## config.mk

```make
export PLATFORM = sky130hd
export DESIGN_NAME = seg_scan_ctrl
export DESIGN_NICKNAME = d
export VERILOG_FILES = /design/src/rtl/seg_scan_ctrl_pkg.sv /design/src/rtl/seg_prescaler.sv /design/src/rtl/seg_scan_ctrl.sv
export SDC_FILE = /design/constraint.sdc
export NUM_CORES = 1
export LEC_CHECK = 0
export ABC_AREA = 1
export CAP_MARGIN = 5
export CORE_UTILIZATION = 40
export DETAILED_ROUTE_END_ITERATION = 10
export PLACE_DENSITY_LB_ADDON = 0.2
export SLEW_MARGIN = 10
export SYNTH_ARGS = -nofsm -noshare
export SYNTH_HDL_FRONTEND = slang
export SYNTH_HIERARCHICAL = 1
export SYNTH_SLANG_ARGS = --single-unit
```

## constraint.sdc

```tcl
create_clock -name clk -period 1.8 [get_ports clk]
set_clock_uncertainty 0.05 [all_clocks]
set_input_delay 0.27 -clock clk [delete_from_list [all_inputs] [get_ports clk]]
set_output_delay 0.27 -clock clk [all_outputs]
set_load 0.005 [all_outputs]
```

## src/rtl/seg_scan_ctrl_pkg.sv

```systemverilog
// Shared definitions for the seven-segment scan controller.
//   NIBBLE_W      : bits per displayed digit (hex nibble)
//   DEF_*         : default geometry/timing for the scan controller
//   an_level()    : maps a logical "digit on" to the physical anode level
package seg_scan_ctrl_pkg;

  localparam int NIBBLE_W          = 4;
  localparam int DEF_NUM_DIGITS    = 4;
  localparam int DEF_PRESCALE      = 50000;
  localparam int DEF_DEAD          = 2;
  localparam int DEF_AN_ACTIVE_LOW = 1;

  // Physical anode level for a logical enable; active-low boards invert.
  function automatic logic an_level(input logic on, input logic active_low);
    return on ^ active_low;
  endfunction

endpackage

```

## src/rtl/seg_prescaler.sv

```systemverilog
// Terminal-count prescaler for the digit slot timer.
//   clk, rst_n : clock, asynchronous active-low reset
//   cnt        : position inside the current slot, 0..PRESCALE-1
//   slot_tick  : high on the last cycle of a slot (cnt == PRESCALE-1)
module seg_prescaler
  import seg_scan_ctrl_pkg::*;
#(
  parameter int PRESCALE = DEF_PRESCALE,
  localparam int CW      = $clog2(PRESCALE)
) (
  input  logic          clk,
  input  logic          rst_n,
  output logic [CW-1:0] cnt,
  output logic          slot_tick
);

  localparam logic [CW-1:0] TC = CW'(PRESCALE - 1);

  logic [CW-1:0] cnt_q;
  logic [CW-1:0] cnt_d;

  always_comb begin
    slot_tick = (cnt_q == TC);
    cnt_d     = slot_tick ? '0 : cnt_q + 1'b1;
  end

  always_ff @(posedge clk or negedge rst_n) begin
    if (!rst_n) cnt_q <= '0;
    else        cnt_q <= cnt_d;
  end

  assign cnt = cnt_q;

endmodule

```

## src/rtl/seg_scan_ctrl.sv

```systemverilog
// Time-multiplexed scan controller for a multi-digit seven-segment display.
//   clk, rst_n : clock, asynchronous active-low reset
//   load       : 1-cycle strobe capturing value/dp_in (no back-pressure:
//                every strobe is accepted; the last one before a frame wrap
//                is the one that gets displayed)
//   value      : packed nibbles, digit 0 in bits [3:0]
//   dp_in      : decimal-point request per digit
//   blank_lz   : enable leading-zero blanking
//   bcd_out    : nibble for the digit being scanned (to external decoder)
//   dp_out     : decimal point for the digit being scanned
//   an         : one-hot digit enable, polarity set by AN_ACTIVE_LOW
//   frame_done : 1-cycle pulse, first cycle of each new frame
// All outputs are registered, so they lag the internal scan state by 1 cycle.
module seg_scan_ctrl
  import seg_scan_ctrl_pkg::*;
#(
  parameter int NUM_DIGITS    = DEF_NUM_DIGITS,
  parameter int PRESCALE      = DEF_PRESCALE,
  parameter int DEAD          = DEF_DEAD,
  parameter int AN_ACTIVE_LOW = DEF_AN_ACTIVE_LOW
) (
  input  logic                           clk,
  input  logic                           rst_n,
  input  logic                           load,
  input  logic [NIBBLE_W*NUM_DIGITS-1:0] value,
  input  logic [NUM_DIGITS-1:0]          dp_in,
  input  logic                           blank_lz,
  output logic [NIBBLE_W-1:0]            bcd_out,
  output logic                           dp_out,
  output logic [NUM_DIGITS-1:0]          an,
  output logic                           frame_done
);

  localparam int CW = $clog2(PRESCALE);
  localparam int DW = $clog2(NUM_DIGITS);
  localparam int VW = NIBBLE_W * NUM_DIGITS;

  localparam logic [CW-1:0]         DEAD_C   = CW'(DEAD);
  localparam logic [DW-1:0]         DIG_LAST = DW'(NUM_DIGITS - 1);
  localparam logic                  AN_LOW   = (AN_ACTIVE_LOW != 0);
  localparam logic [NUM_DIGITS-1:0] AN_OFF   = {NUM_DIGITS{AN_LOW}};

  logic [CW-1:0] cnt;
  logic          slot_tick;

  seg_prescaler #(.PRESCALE(PRESCALE)) u_prescaler (
    .clk       (clk),
    .rst_n     (rst_n),
    .cnt       (cnt),
    .slot_tick (slot_tick)
  );

  logic [DW-1:0]         digit_q,      digit_d;
  logic [VW-1:0]         disp_val_q,   disp_val_d;
  logic [NUM_DIGITS-1:0] disp_dp_q,    disp_dp_d;
  logic [VW-1:0]         pend_val_q,   pend_val_d;
  logic [NUM_DIGITS-1:0] pend_dp_q,    pend_dp_d;
  logic                  pend_valid_q, pend_valid_d;
  logic                  frame_done_q, frame_done_d;
  logic [NUM_DIGITS-1:0] an_q,         an_d;
  logic [NIBBLE_W-1:0]   bcd_q,        bcd_d;
  logic                  dp_q,         dp_d;

  logic frame_wrap;

  // Digit stepping and the pending/displayed value pipeline.
  always_comb begin
    frame_wrap   = slot_tick && (digit_q == DIG_LAST);
    digit_d      = digit_q;
    disp_val_d   = disp_val_q;
    disp_dp_d    = disp_dp_q;
    pend_val_d   = pend_val_q;
    pend_dp_d    = pend_dp_q;
    pend_valid_d = pend_valid_q;
    frame_done_d = frame_wrap;

    // Explicit wrap so non-power-of-2 digit counts work.
    if (slot_tick) digit_d = (digit_q == DIG_LAST) ? '0 : digit_q + 1'b1;

    if (load) begin
      pend_val_d   = value;
      pend_dp_d    = dp_in;
      pend_valid_d = 1'b1;
    end

    // A load on the wrap cycle goes straight to the display so it is not
    // held back a whole frame.
    if (frame_wrap) begin
      if (load) begin
        disp_val_d = value;
        disp_dp_d  = dp_in;
      end else if (pend_valid_q) begin
        disp_val_d = pend_val_q;
        disp_dp_d  = pend_dp_q;
      end
      pend_valid_d = 1'b0;
    end
  end

  // Per-slot output decode from the current scan position.
  logic                  all_zero;
  logic                  blanked;
  logic                  slot_on;
  logic [NIBBLE_W-1:0]   nib;
  logic                  dp_bit;

  always_comb begin
    nib      = '0;
    dp_bit   = 1'b0;
    all_zero = 1'b1;
    blanked  = 1'b0;
    for (int i = 0; i < NUM_DIGITS; i++) begin
      if (digit_q == DW'(i)) begin
        nib    = disp_val_q[i*NIBBLE_W +: NIBBLE_W];
        dp_bit = disp_dp_q[i];
      end
    end
    // Walk from the most significant digit down: a digit is a leading zero
    // when it and everything above it are zero. Digit 0 is never visited.
    for (int i = NUM_DIGITS - 1; i >= 1; i--) begin
      if (disp_val_q[i*NIBBLE_W +: NIBBLE_W] != '0) all_zero = 1'b0;
      if ((digit_q == DW'(i)) && all_zero) blanked = 1'b1;
    end
    slot_on = (cnt >= DEAD_C) && !(blank_lz && blanked);
    for (int i = 0; i < NUM_DIGITS; i++) begin
      an_d[i] = an_level(slot_on && (digit_q == DW'(i)), AN_LOW);
    end
    bcd_d = nib;
    dp_d  = slot_on && dp_bit;
  end

  always_ff @(posedge clk or negedge rst_n) begin
    if (!rst_n) begin
      digit_q      <= '0;
      disp_val_q   <= '0;
      disp_dp_q    <= '0;
      pend_val_q   <= '0;
      pend_dp_q    <= '0;
      pend_valid_q <= 1'b0;
      frame_done_q <= 1'b0;
      an_q         <= AN_OFF;
      bcd_q        <= '0;
      dp_q         <= 1'b0;
    end else begin
      digit_q      <= digit_d;
      disp_val_q   <= disp_val_d;
      disp_dp_q    <= disp_dp_d;
      pend_val_q   <= pend_val_d;
      pend_dp_q    <= pend_dp_d;
      pend_valid_q <= pend_valid_d;
      frame_done_q <= frame_done_d;
      an_q         <= an_d;
      bcd_q        <= bcd_d;
      dp_q         <= dp_d;
    end
  end

  assign bcd_out    = bcd_q;
  assign dp_out     = dp_q;
  assign an         = an_q;
  assign frame_done = frame_done_q;

endmodule

```

== Word level (Yosys, flattened, before mapping) ==
Cells that the tools add are included.
Operators by class
  add/sub/neg operators: 2
  multipliers: 0
  divide/modulo/power cells: 0
  $lt $le $gt $ge: 1
  equality and inequality tests: 4
  shift operators: 0
  muxes and demuxes: 22
  bitwise operators: 4
  reduce and logical (&&, ||, !) cells: 19
Operator list (number)
  $mux W16: 3
  $mux W4: 6
  $add A16 B1 Y16 const B: 1
  $eq A16 B16 Y1 const B: 1
  $ge A16 B2 Y1 const B: 1
  $mux W1: 12
  $reduce_bool A4 Y1: 3
  $logic_and A1 B1 Y1: 11
  $eq A2 B2 Y1 const B: 2
  $not A1 Y1: 4
  $reduce_bool A2 Y1: 2
  $add A2 B1 Y2 const B: 1
  $eq A2 B1 Y1 const B: 1
  $logic_not A2 Y1: 1
  $mux W2: 1
  $reduce_and A2 Y1: 1
  $logic_not A1 Y1: 1
Word-level totals
  register bits after elaboration: 69
  bits in latches: 0
  bits in writable memories: 0
  ROM bits: 0
  bits of input ports: 24
  output and inout bits: 10
  word-level logic and storage cells: 63
  memories: 0

== Depth between registers and ports, before layout ==
Gate-level depths: netlist of the first run.
  depth in word-level cells: 11
  depth in mapped cells: 11
  mapped depth without buffers: 11

== Cells and area by module ==
The synthesis of the first run kept the hierarchy.
Modules (own cells, without submodules)
  seg_scan_ctrl: instances 1, cells each 241, area an instance 2227.1 um2, sequential area each 1331.3 um2
  seg_prescaler: instances 1, cells each 121, area an instance 877.1 um2, sequential area each 400.4 um2

== Worst setup path after synthesis of the first run ==
No wires, ideal clock.
  kind: flip-flop to flip-flop
  from: register u_prescaler.cnt_q[0], in the netlist u_prescaler/cnt[0]
  to: register disp_dp_q[3]
  library setup time: 128 ps
  data arrival time: 1554 ps
  required time: 1622 ps
  slack: 68 ps
  cell stages (with the launch flop): 10
  path buffers: 1
  period minus slack after synthesis: 1732 ps
  cells stage by stage: dfrtp_1 > ha_1 > nand3_2 > nor2_1 > nand2_2 > inv_2 > nand2_2 > a21oi_4 > buf_4 > a31oi_2
On the way
  word-level cells in the longest chain between the ends: 3
Ends and longest elaborated chain
  start, declared: line seg_prescaler.sv:19  | logic [CW-1:0] cnt_q;
  start signal, assigned: line seg_prescaler.sv:29  | else cnt_q <= cnt_d;
  $eq A16 B16 Y1: line seg_prescaler.sv:23  | slot_tick = (cnt_q == TC);
  via slot_tick: line seg_scan_ctrl.sv:44  | logic slot_tick;
  $logic_and A1 B1 Y1: line seg_scan_ctrl.sv:68  | frame_wrap = slot_tick && (digit_q == DIG_LAST);
  $reduce_and A2 Y1 (no source line)
  end signal, assigned: line seg_scan_ctrl.sv:147  | disp_dp_q <= disp_dp_d;
  end, declared: line seg_scan_ctrl.sv:55  | logic [NUM_DIGITS-1:0] disp_dp_q, disp_dp_d;
The timed path passes the listed nets, and every way through them passes these cells.
A chain may end at the register's enable or synchronous reset.

== Worst setup path after layout of the first run ==
  from: register u_prescaler.cnt_q[1], in the netlist u_prescaler/cnt[1]
  to: register disp_dp_q[3]
Same word-level chain as after synthesis.

==> metrics.sh, run 1 <==
STD_CELL_ROWS=31
SEQ_AREA_FRAC_SYNTH_PCT=55.78
POSTSYNTHREGISTERBITS=69
SYNTH_ENABLE_FLOP_CELLS=0
FIN_CELLS=523
ROUTE.DETAILED.VIAS_PER_INST=4.658
PWR_DENSITY_CELL_mW_PER_MM2=773.0
CRIT_PATH_TOP_DELAY_CELL='sky130_fd_sc_hd__dfrtp_1'
FLOORPLAN_DIE_WIDTH_UM=90.10
LIST_OF_CELLS_TRAVERSED_BY_THE_CRITICAL_PATH='ha_2 -> nand3_2 -> nor2_2 -> nand2_2 -> inv_2 -> nand2_4 -> a21oi_4 -> buf_12 -> clkbuf_16 -> nor2_2 -> a31oi_2'
DP_SLACK_PS=48.23
POST_ROUTE_CELLS_DRIVE_ABOVE_1_SHARE_PCT=13.68
CTS.PATH.MAX_BUFFERS=2
SYNTH_COMMON_CELLS='116 x sky130_fd_sc_hd__nand2_1, 65 x sky130_fd_sc_hd__dfrtp_1, 45 x sky130_fd_sc_hd__nor2_1, 34 x sky130_fd_sc_hd__inv_1, 20 x sky130_fd_sc_hd__nand3_1'
ANTENNA_LEFT=0
YS_DOMINANT_REG_CELL='sky130_fd_sc_hd__dfrtp_1'
SLOWEST_STAGE_DELAY_ON_CRITICAL_PATH_PS=390
NUMBER_OF_DIODES_ADDED_FOR_ANTENNA_FIXING=0
PLACE.GP.CONGESTION=0.7764
FINAL_MAX_SLEW_VIOLS=0
POST-SYNTH-TOP-COUNT-CELL='sky130_fd_sc_hd__nand2_1'
HOLD_VIOL_FINAL=0
PLACEDCELLCOUNT=501
PERIOD_SHARE_PCT=95.74
MAX_SLEW.WORST_PIN.SLEW_PS=367.0
ROUTEDWLPERCELL_UM=12.10
PORT-BUFFER-COUNT=33
YOSYSWARNINGCOUNT=6
GRT_MAX_DEGREE=70
MIN_DELAY_WORST_TYPE='input pin to asynchronous set/reset pin'
DETAILROUTE.VIA_COUNT=2436
CTSROOTBUFFERMASTER='sky130_fd_sc_hd__clkbuf_8'
GRT-OVFL-TOTAL=0
SYNTH_AREA_PER_CELL_UM2=8.575
WORSTSETUPPATHTYPE='flop to flop'
DIEAREA_MM2=0.008117
GRT_FIRST_PASS_WIRELENGTH_UM=10870
CELLLEAKAGEPOWER_nW=1.975
DETAILEDROUTE.FIRSTITERATIONVIOLATIONS=165
AREA_GROWTH_PCT=27.37
POST-LAYOUT-TOTAL-POWER_W=0.003056
FIN_HOLD_WS_PS=417.3
SYNTHESIZED_NET_COUNT=391
FIRST_GLOBAL_VIAS=2373
CP-START-KIND='flop'
ANTENNA_FOUND_INITIAL=0
SYNTH_CELL_TYPE_COUNT=30
SYNTH.TOP_CELLS.BY_AREA='sky130_fd_sc_hd__dfrtp_1 52%, sky130_fd_sc_hd__nand2_1 14%, sky130_fd_sc_hd__nor2_1 5.4%'
IO_PINS=34
POST-ROUTE-DRC-COUNT=0
GRTUSAGETOTAL_PCT=16.98
DIE_HEIGHT_UM=90.10
CLOCK_SINKS=69
POST-SYNTH-TOP-AREA-FRACTION_PCT=52.40
DRT_WL_TOTAL_UM=6327
DRT_PASS1_ITERATIONS=5
STATUS='finished clean'
CP_MAX_FO=5
LAYOUT.NETS=449
DATA_ARRIVAL_TIME_OF_THE_WORST_PATH_PS=1950
CRITPATHMOSTFREQUENTCELL='sky130_fd_sc_hd__nor2_2'
CLOCK_INSERTION_DELAY_WORST_SKEW_PS=350
REGISTER_CLOCK_PIN_SLEW_ON_THE_REPORTED_WORST_SETUP_AND_HOLD_PATHS_PS=70
TRITONCTS.NUM_BUFFERS=9
FINALWORSTSETUPSLACK_PS=76.72
SYNTH-ASYNC-RESET-RATIO_PCT=100.0
INITIAL_UTILIZATION_PCT=42.12
CTS_HTREE_LEVELS=3
CRIT_PATH_END_KIND='flop'
TIMING.MAX_SLEW.REL_SLACK_PCT=75.53
CP_REQUIRED_PS=2020
FMAX_MHz=580.3
WORST_IR_DROP_VDD_uV=427.1
SETUP-VIOLATIONS-FINAL=0
SYNTH.LARGEST_AREA_CELL='sky130_fd_sc_hd__dfrtp_1'
COUNT_OF_MAXIMUM_CAPACITANCE_VIOLATIONS=0
SYNTHESIS.AREA_MM2=0.003104
DPL_WIRE_LENGTH_UM=4403
FINALWORSTPATHREQUIREDPERIOD_PS=1723
COREAREA_MM2=0.007370
SYNTHESIS.INSTANCES=362
TRITONCTS='done'
## critical path: cells and delay by family (launching register included)
family	cells	cell delay, ps
simple gates	5	350
fa+ha+maj	1	210
compound gates	2	280
flops	1	390
buf+inv	3	370
## worst paths after layout
check	from	end	slack, ps	cells past startpoint
worst max-delay path	u_prescaler/cnt[1]$_DFF_PN0_	disp_dp_q[3]$_DFFE_PN0P_	80	11
min in group clk	pend_val_q[0]$_DFFE_PN0P_	pend_val_q[0]$_DFFE_PN0P_	420	2
worst min register to register	pend_val_q[0]$_DFFE_PN0P_	pend_val_q[0]$_DFFE_PN0P_	420	2
max in group asynchronous	rst_n	an[2]$_DFF_PN1_	950	3
worst min-delay path	rst_n	u_prescaler/cnt[11]$_DFF_PN0_	420	3
worst max register to register	u_prescaler/cnt[1]$_DFF_PN0_	disp_dp_q[3]$_DFFE_PN0P_	80	11
## per-layer routing
layer  GRT usage, %  vias up  part of all wire (%)
met3          4.146        8                   3.7
met2          24.49       46                    44
met1          24.12     1116                    51
met5              0        -                     0
li1               -     1266                     -
met4          7.661        0                   1.3
## area by class of cell
type	count	area, um2
well taps	99	123.9
fillers	682	3416
repair buffers	55	581.8
multi-input cells	247	1194
inverters	38	142.6
clock buffers	10	127.6
flip-flops and latches	69	1732
clock inverters	5	52.55
## sequential cells by signal, indices dropped and copies added (netlist names), 2 cells and up
| signal | count |
|---|---|
| disp_val_q | 16 |
| pend_val_q | 16 |
| u_prescaler/cnt | 16 |
| an | 4 |
| bcd_out | 4 |
| disp_dp_q | 4 |
| pend_dp_q | 4 |
| digit_q | 2 |
## cells by family (layout without fill, tap and decap cells)
logic type	count (synthesis)	in the layout	synth area share [%]
compound gates	42	42	8.626
xor+xnor	5	5	1.411
buf+inv	46	108	6.328
fa+ha+maj	5	5	2.015
simple gates	195	195	25.84
flops	69	69	55.78
## metrics by stage
step	area [um2]	utilization, %	setup TNS (ps)
final	3954	53.65	0
after global routing	3954	53.65	-179.7
after CTS	3840	52.11	0
after detailed placement	3650	49.52	0
after global placement	3650	49.52	0
after floorplan	3104	-	0
## power breakdown
| part | total (W) | internal [W] | switching [W] | leakage (nW) |
|---|---|---|---|---|
| logic | 0.000219 | 0.000103 | 0.000116 | 1.02 |
| registers | 0.00164 | 0.00162 | 0.0000245 | 0.867 |
| clock network | 0.00119 | 0.000625 | 0.000570 | 0.0919 |
## what timing repair did
| item | CTS | global route |
|---|---|---|
| endpoints found under the hold margin | 65 | 0 |
| endpoints found under the setup margin | 0 | 11 |
| gates resized for setup | 0 | 6 |
| setup buffers | 0 | 3 |
| hold buffers | 1 | 0 |
## cells in the final DEF, fill, tap and decap left out, types with 2 or more instances in the layout
master                            Yosys  routed
sky130_fd_sc_hd__nor2_1              45      41
sky130_fd_sc_hd__clkdlybuf4s50_1      0      32
sky130_fd_sc_hd__nand4_1              2       2
sky130_fd_sc_hd__nor3_1               4       4
sky130_fd_sc_hd__clkbuf_16            0       2
sky130_fd_sc_hd__xor2_1               5       5
sky130_fd_sc_hd__dfstp_2              4       4
sky130_fd_sc_hd__nand2_1            116     116
sky130_fd_sc_hd__clkbuf_8             0       9
sky130_fd_sc_hd__a31oi_1              9       9
sky130_fd_sc_hd__inv_2                3       3
sky130_fd_sc_hd__ha_1                 5       4
sky130_fd_sc_hd__a21oi_1              6       6
sky130_fd_sc_hd__a31oi_2              3       3
sky130_fd_sc_hd__nor2_2               0       4
sky130_fd_sc_hd__o21ai_0             17      17
sky130_fd_sc_hd__clkinv_2             0       3
sky130_fd_sc_hd__buf_4                1      14
sky130_fd_sc_hd__nand3_1             20      20
sky130_fd_sc_hd__dfrtp_1             65      65
sky130_fd_sc_hd__nand2_2              4       3
sky130_fd_sc_hd__o211ai_1             4       4
sky130_fd_sc_hd__inv_1               34      34
sky130_fd_sc_hd__buf_12               0       4
No activity file was read; power rests on OpenSTA's default activity.
==> run 2: changes to the inputs <==
--- a/config.mk
+++ b/config.mk
@@ -9,6 +9,7 @@
 export CAP_MARGIN = 5
 export CORE_UTILIZATION = 40
 export DETAILED_ROUTE_END_ITERATION = 10
+export HOLD_SLACK_MARGIN = 0.03
 export PLACE_DENSITY_LB_ADDON = 0.2
 export SLEW_MARGIN = 10
 export SYNTH_ARGS = -nofsm -noshare
==> results of run 2 <==
Final layout, timing and power as in run 1 (identical DEF).
==> run 3: changes to the inputs <==
--- a/config.mk
+++ b/config.mk
@@ -7,7 +7,9 @@
 export LEC_CHECK = 0
 export ABC_AREA = 1
 export CAP_MARGIN = 5
-export CORE_UTILIZATION = 40
+export CELL_PAD_IN_SITES_DETAIL_PLACEMENT = 0
+export CELL_PAD_IN_SITES_GLOBAL_PLACEMENT = 2
+export CORE_UTILIZATION = 31
 export DETAILED_ROUTE_END_ITERATION = 10
 export HOLD_SLACK_MARGIN = 0.03
 export PLACE_DENSITY_LB_ADDON = 0.2
==> run 3 against run 2 <==
- clock power hardly changed
- die area is 28% higher
- non-clock buffer count increased by 4
- critical path type unchanged
==> metrics.sh, run 3 (synthesized netlist as in run 1, its figures left out) <==
DETAILEDROUTE.FIRSTITERATIONVIOLATIONS=79  # was 165
FIN_CELLS=562  # was 523
COREAREA_MM2=0.009729  # was 0.007370 mm2
AREA_GROWTH_PCT=30.15  # was 27.37%
LAYOUT.NETS=453  # was 449
DRT_WL_TOTAL_UM=7384  # was 6327 um
SWSHARE_PCT=24.20  # was 23.26%
GRT-OVFL-TOTAL=0  # unchanged
P_COMB_SHARE_PCT=7.4  # was 7.2%
DETAILROUTE.VIA_COUNT=2459  # was 2436
ROUTEDWLPERCELL_UM=13.14  # was 12.10 um
CRIT_FAMILY='flip-flops'  # unchanged
DIEAREA_MM2=0.01042  # was 0.008117 mm2
CP_MAX_FO=7  # was 5
LAYOUT_COMMON_CELLS='115 x sky130_fd_sc_hd__nand2_1, 64 x sky130_fd_sc_hd__dfrtp_1, 40 x sky130_fd_sc_hd__nor2_1'  # was 116 x sky130_fd_sc_hd__nand2_1, 65 x sky130_fd_sc_hd__dfrtp_1, 41 x sky130_fd_sc_hd__nor2_1
LIST_OF_CELLS_TRAVERSED_BY_THE_CRITICAL_PATH='ha_4 -> nand3_4 -> nor2_4 -> nand2_2 -> inv_2 -> nand2_4 -> a21oi_4 -> clkbuf_16 -> nor2_1 -> a31oi_1'  # was ha_2 -> nand3_2 -> nor2_2 -> nand2_2 -> inv_2 -> nand2_4 -> a21oi_4 -> buf_12 -> clkbuf_16 -> nor2_2 -> a31oi_2
NUMBER_OF_DIODES_ADDED_FOR_ANTENNA_FIXING=0  # unchanged
POST-ROUTE-DRC-COUNT=0  # unchanged
WORSTSETUPPATHTYPE='flop to flop'  # unchanged
GRTUSAGETOTAL_PCT=15.38  # was 16.98%
TIMING.RR.END='disp_val_q[5]$_DFFE_PN0P_'  # was disp_dp_q[3]$_DFFE_PN0P_
FLOORPLAN_DIE_WIDTH_UM=102.1  # was 90.10 um
FINALWORSTPATHREQUIREDPERIOD_PS=1750  # was 1723 ps
ANTENNA_LEFT=0  # unchanged
CRIT_PATH_END_KIND='flop'  # unchanged
WORSTPATHBUFFERINVERTERCOUNT=2  # was 3
CP-START-KIND='flop'  # unchanged
SLOWEST_STAGE_DELAY_ON_CRITICAL_PATH_PS=420  # was 390 ps
FINAL_UTIL_PCT=41.53  # was 53.65%
COUNT_OF_MAXIMUM_CAPACITANCE_VIOLATIONS=0  # unchanged
SEQUENTIALPOWERSHARE_PCT=54.4  # was 53.7%
WORST_IR_DROP_VDD_uV=278.0  # was 427.1 uV
FMAX_MHz=571.3  # was 580.3 MHz
HOLD_VIOL_FINAL=0  # unchanged
CTS_HTREE_LEVELS=3  # unchanged
PLACE.GP.CONGESTION=0.7530  # was 0.7764
DIE_HEIGHT_UM=102.1  # was 90.10 um
GRT_FIRST_PASS_WIRELENGTH_UM=11900  # was 10870 um
N_FILL_CELL=1033  # was 682
DRT_PASS1_ITERATIONS=4  # was 5
STD_CELL_ROWS=36  # was 31
AREA.SEQUENTIAL_MM2=0.001733  # was 0.001732 mm2
MAX_SLEW.WORST_PIN.SLEW_PS=395.3  # was 367.0 ps
FINALSETUPTNS_PS=0  # unchanged
POST_ROUTE_CELLS_DRIVE_ABOVE_1_SHARE_PCT=15.62  # was 13.68%
POST-LAYOUT-TOTAL-POWER_W=0.003022  # was 0.003056 W
PERIOD_SHARE_PCT=97.25  # was 95.74%
ROUTE.DETAILED.VIAS_PER_INST=4.375  # was 4.658
CTSROOTBUFFERMASTER='sky130_fd_sc_hd__clkbuf_8'  # unchanged
TIMING.MAX_SLEW.REL_SLACK_PCT=73.65  # was 75.53%
FIRST_GLOBAL_VIAS=2370  # was 2373
TRITONCTS.NUM_BUFFERS=9  # unchanged
SWITCHING_POWER_W=0.0007313  # was 0.0007109 W
CELLLEAKAGEPOWER_nW=1.994  # was 1.975 nW
SETUP-VIOLATIONS-FINAL=0  # unchanged
CLOCK_INSERTION_DELAY_WORST_SKEW_PS=340  # was 350 ps
PWR-SHARE-CLK_PCT=38.3  # was 39.1%
REGISTER_CLOCK_PIN_SLEW_ON_THE_REPORTED_WORST_SETUP_AND_HOLD_PATHS_PS=70  # about the same
FIN_HOLD_WS_PS=406.7  # was 417.3 ps
IO_PINS=34  # unchanged
STATUS='finished clean'  # unchanged
CRIT_PATH_TOP_DELAY_CELL='sky130_fd_sc_hd__dfrtp_1'  # unchanged
INITIAL_UTILIZATION_PCT=31.91  # was 42.12%
INTERNAL_PORTION_OF_TOTAL_POWER_W=0.002291  # was 0.002345 W
DPL_WIRE_LENGTH_UM=5215  # was 4403 um
ANTENNA_FOUND_INITIAL=0  # unchanged
CP_REQUIRED_PS=2010  # was 2020 ps
CLOCK_SINKS=69  # unchanged
DATA_ARRIVAL_TIME_OF_THE_WORST_PATH_PS=1960  # was 1950 ps
PWR_DENSITY_CELL_mW_PER_MM2=748.0  # was 773.0 mW/mm2
RSZ0062_AT_GRT='yes'
PLACEDCELLCOUNT=538  # was 501
MIN_DELAY_WORST_TYPE='input pin to asynchronous set/reset pin'  # unchanged
WORST-R2R-CELL-COUNT=10  # was 11
TRITONCTS='done'  # unchanged
PORT-BUFFER-COUNT=33  # unchanged
CRIT-REG2REG-LAUNCH='u_prescaler/cnt[0]$_DFF_PN0_'  # was u_prescaler/cnt[1]$_DFF_PN0_
LAYOUT_COMMONEST_CELL='sky130_fd_sc_hd__nand2_1'  # unchanged
CTS.PATH.MAX_BUFFERS=2  # unchanged
GRT_MAX_DEGREE=70  # unchanged
AREA_OF_THE_MULTI_INPUT_GATES_MM2=0.001221  # was 0.001194 mm2
REG2REG_SLACK_PS=50  # was 80 ps
FINAL_MAX_SLEW_VIOLS=0  # unchanged
## run 3: changes by cell type in the layout (fill, tap and decap cells not counted), sizes merged
cell / previous run / this run
bufinv: 1 / 0
clkbuf: 12 / 14
buf: 20 / 24
## run 3: timing repair
item | CTS | global route
setup buffers | 0 | 5
endpoints found under the hold margin | 65 | 0
hold buffers | 1 | 0
endpoints found under the setup margin | 0 | 14
gates resized for setup | 0 | 14
## run 3: worst register-to-register path, delay by kind of cell (launching register included)
family                     cells  cell delay (ps)
DFF                            1              420
and+or+nand+nor                5              340
adders and majority gates      1              170
AOI/OAI and AO/OA              2              390
buffers and inverters          2              300
## run 3: worst max path at each step
stage	startpoint	to	slack (ps)	cells past startpoint
after global placement	u_prescaler/cnt[9]$_DFF_PN0_	disp_val_q[11]$_DFFE_PN0P_	90	11
final	u_prescaler/cnt[0]$_DFF_PN0_	disp_val_q[5]$_DFFE_PN0P_	50	10
after global routing	u_prescaler/cnt[0]$_DFF_PN0_	disp_val_q[5]$_DFFE_PN0P_	-20	10
after floorplan	u_prescaler/cnt[0]$_DFF_PN0_	disp_dp_q[3]$_DFFE_PN0P_	70	9
after detailed placement	u_prescaler/cnt[0]$_DFF_PN0_	disp_val_q[11]$_DFFE_PN0P_	70	10
after CTS	u_prescaler/cnt[0]$_DFF_PN0_	disp_val_q[11]$_DFFE_PN0P_	50	10
## run 3: layout make-up
| cell class | instances | share of cell area, % |
|---|---|---|
| sequential | 69 | 42.89 |
| multi-input combinational | 247 | 30.23 |
| timing repair buffer | 59 | 14.83 |
| tap | 133 | 4.119 |
| clock buffer | 12 | 3.840 |
| inverter | 38 | 3.531 |
| clock inverter | 4 | 0.5574 |
## run 3: routing by layer
metal | GRT usage, % | vias to the layer above | routed length, um
met5 | 0 | - | 0
li1 | - | 1276 | -
met3 | 3.488 | 9 | 202
met1 | 21.63 | 1141 | 3742
met4 | 5.275 | 0 | 92
met2 | 23.34 | 33 | 3346
## run 3: stage by stage
stage                     worst slack, ps  area, um2
after detailed placement            71.03       3715
after global placement              91.49       3715
after floorplan                     67.81       3104
after CTS                           46.93       3902
final                               49.55       4040
after global routing               -18.52       4040
## run 3: power by group through the flow
stage,combinational [W],clock (W),sequential (W)
5_1_grt,0.000255,0.00128,0.00165
2_1_floorplan,0.0000962,0,0.00167
6_report,0.000223,0.00116,0.00164
3_5_place_dp,0.000228,0,0.00167
4_1_cts,0.000230,0.00119,0.00164
3_3_place_gp,0.000226,0,0.00167
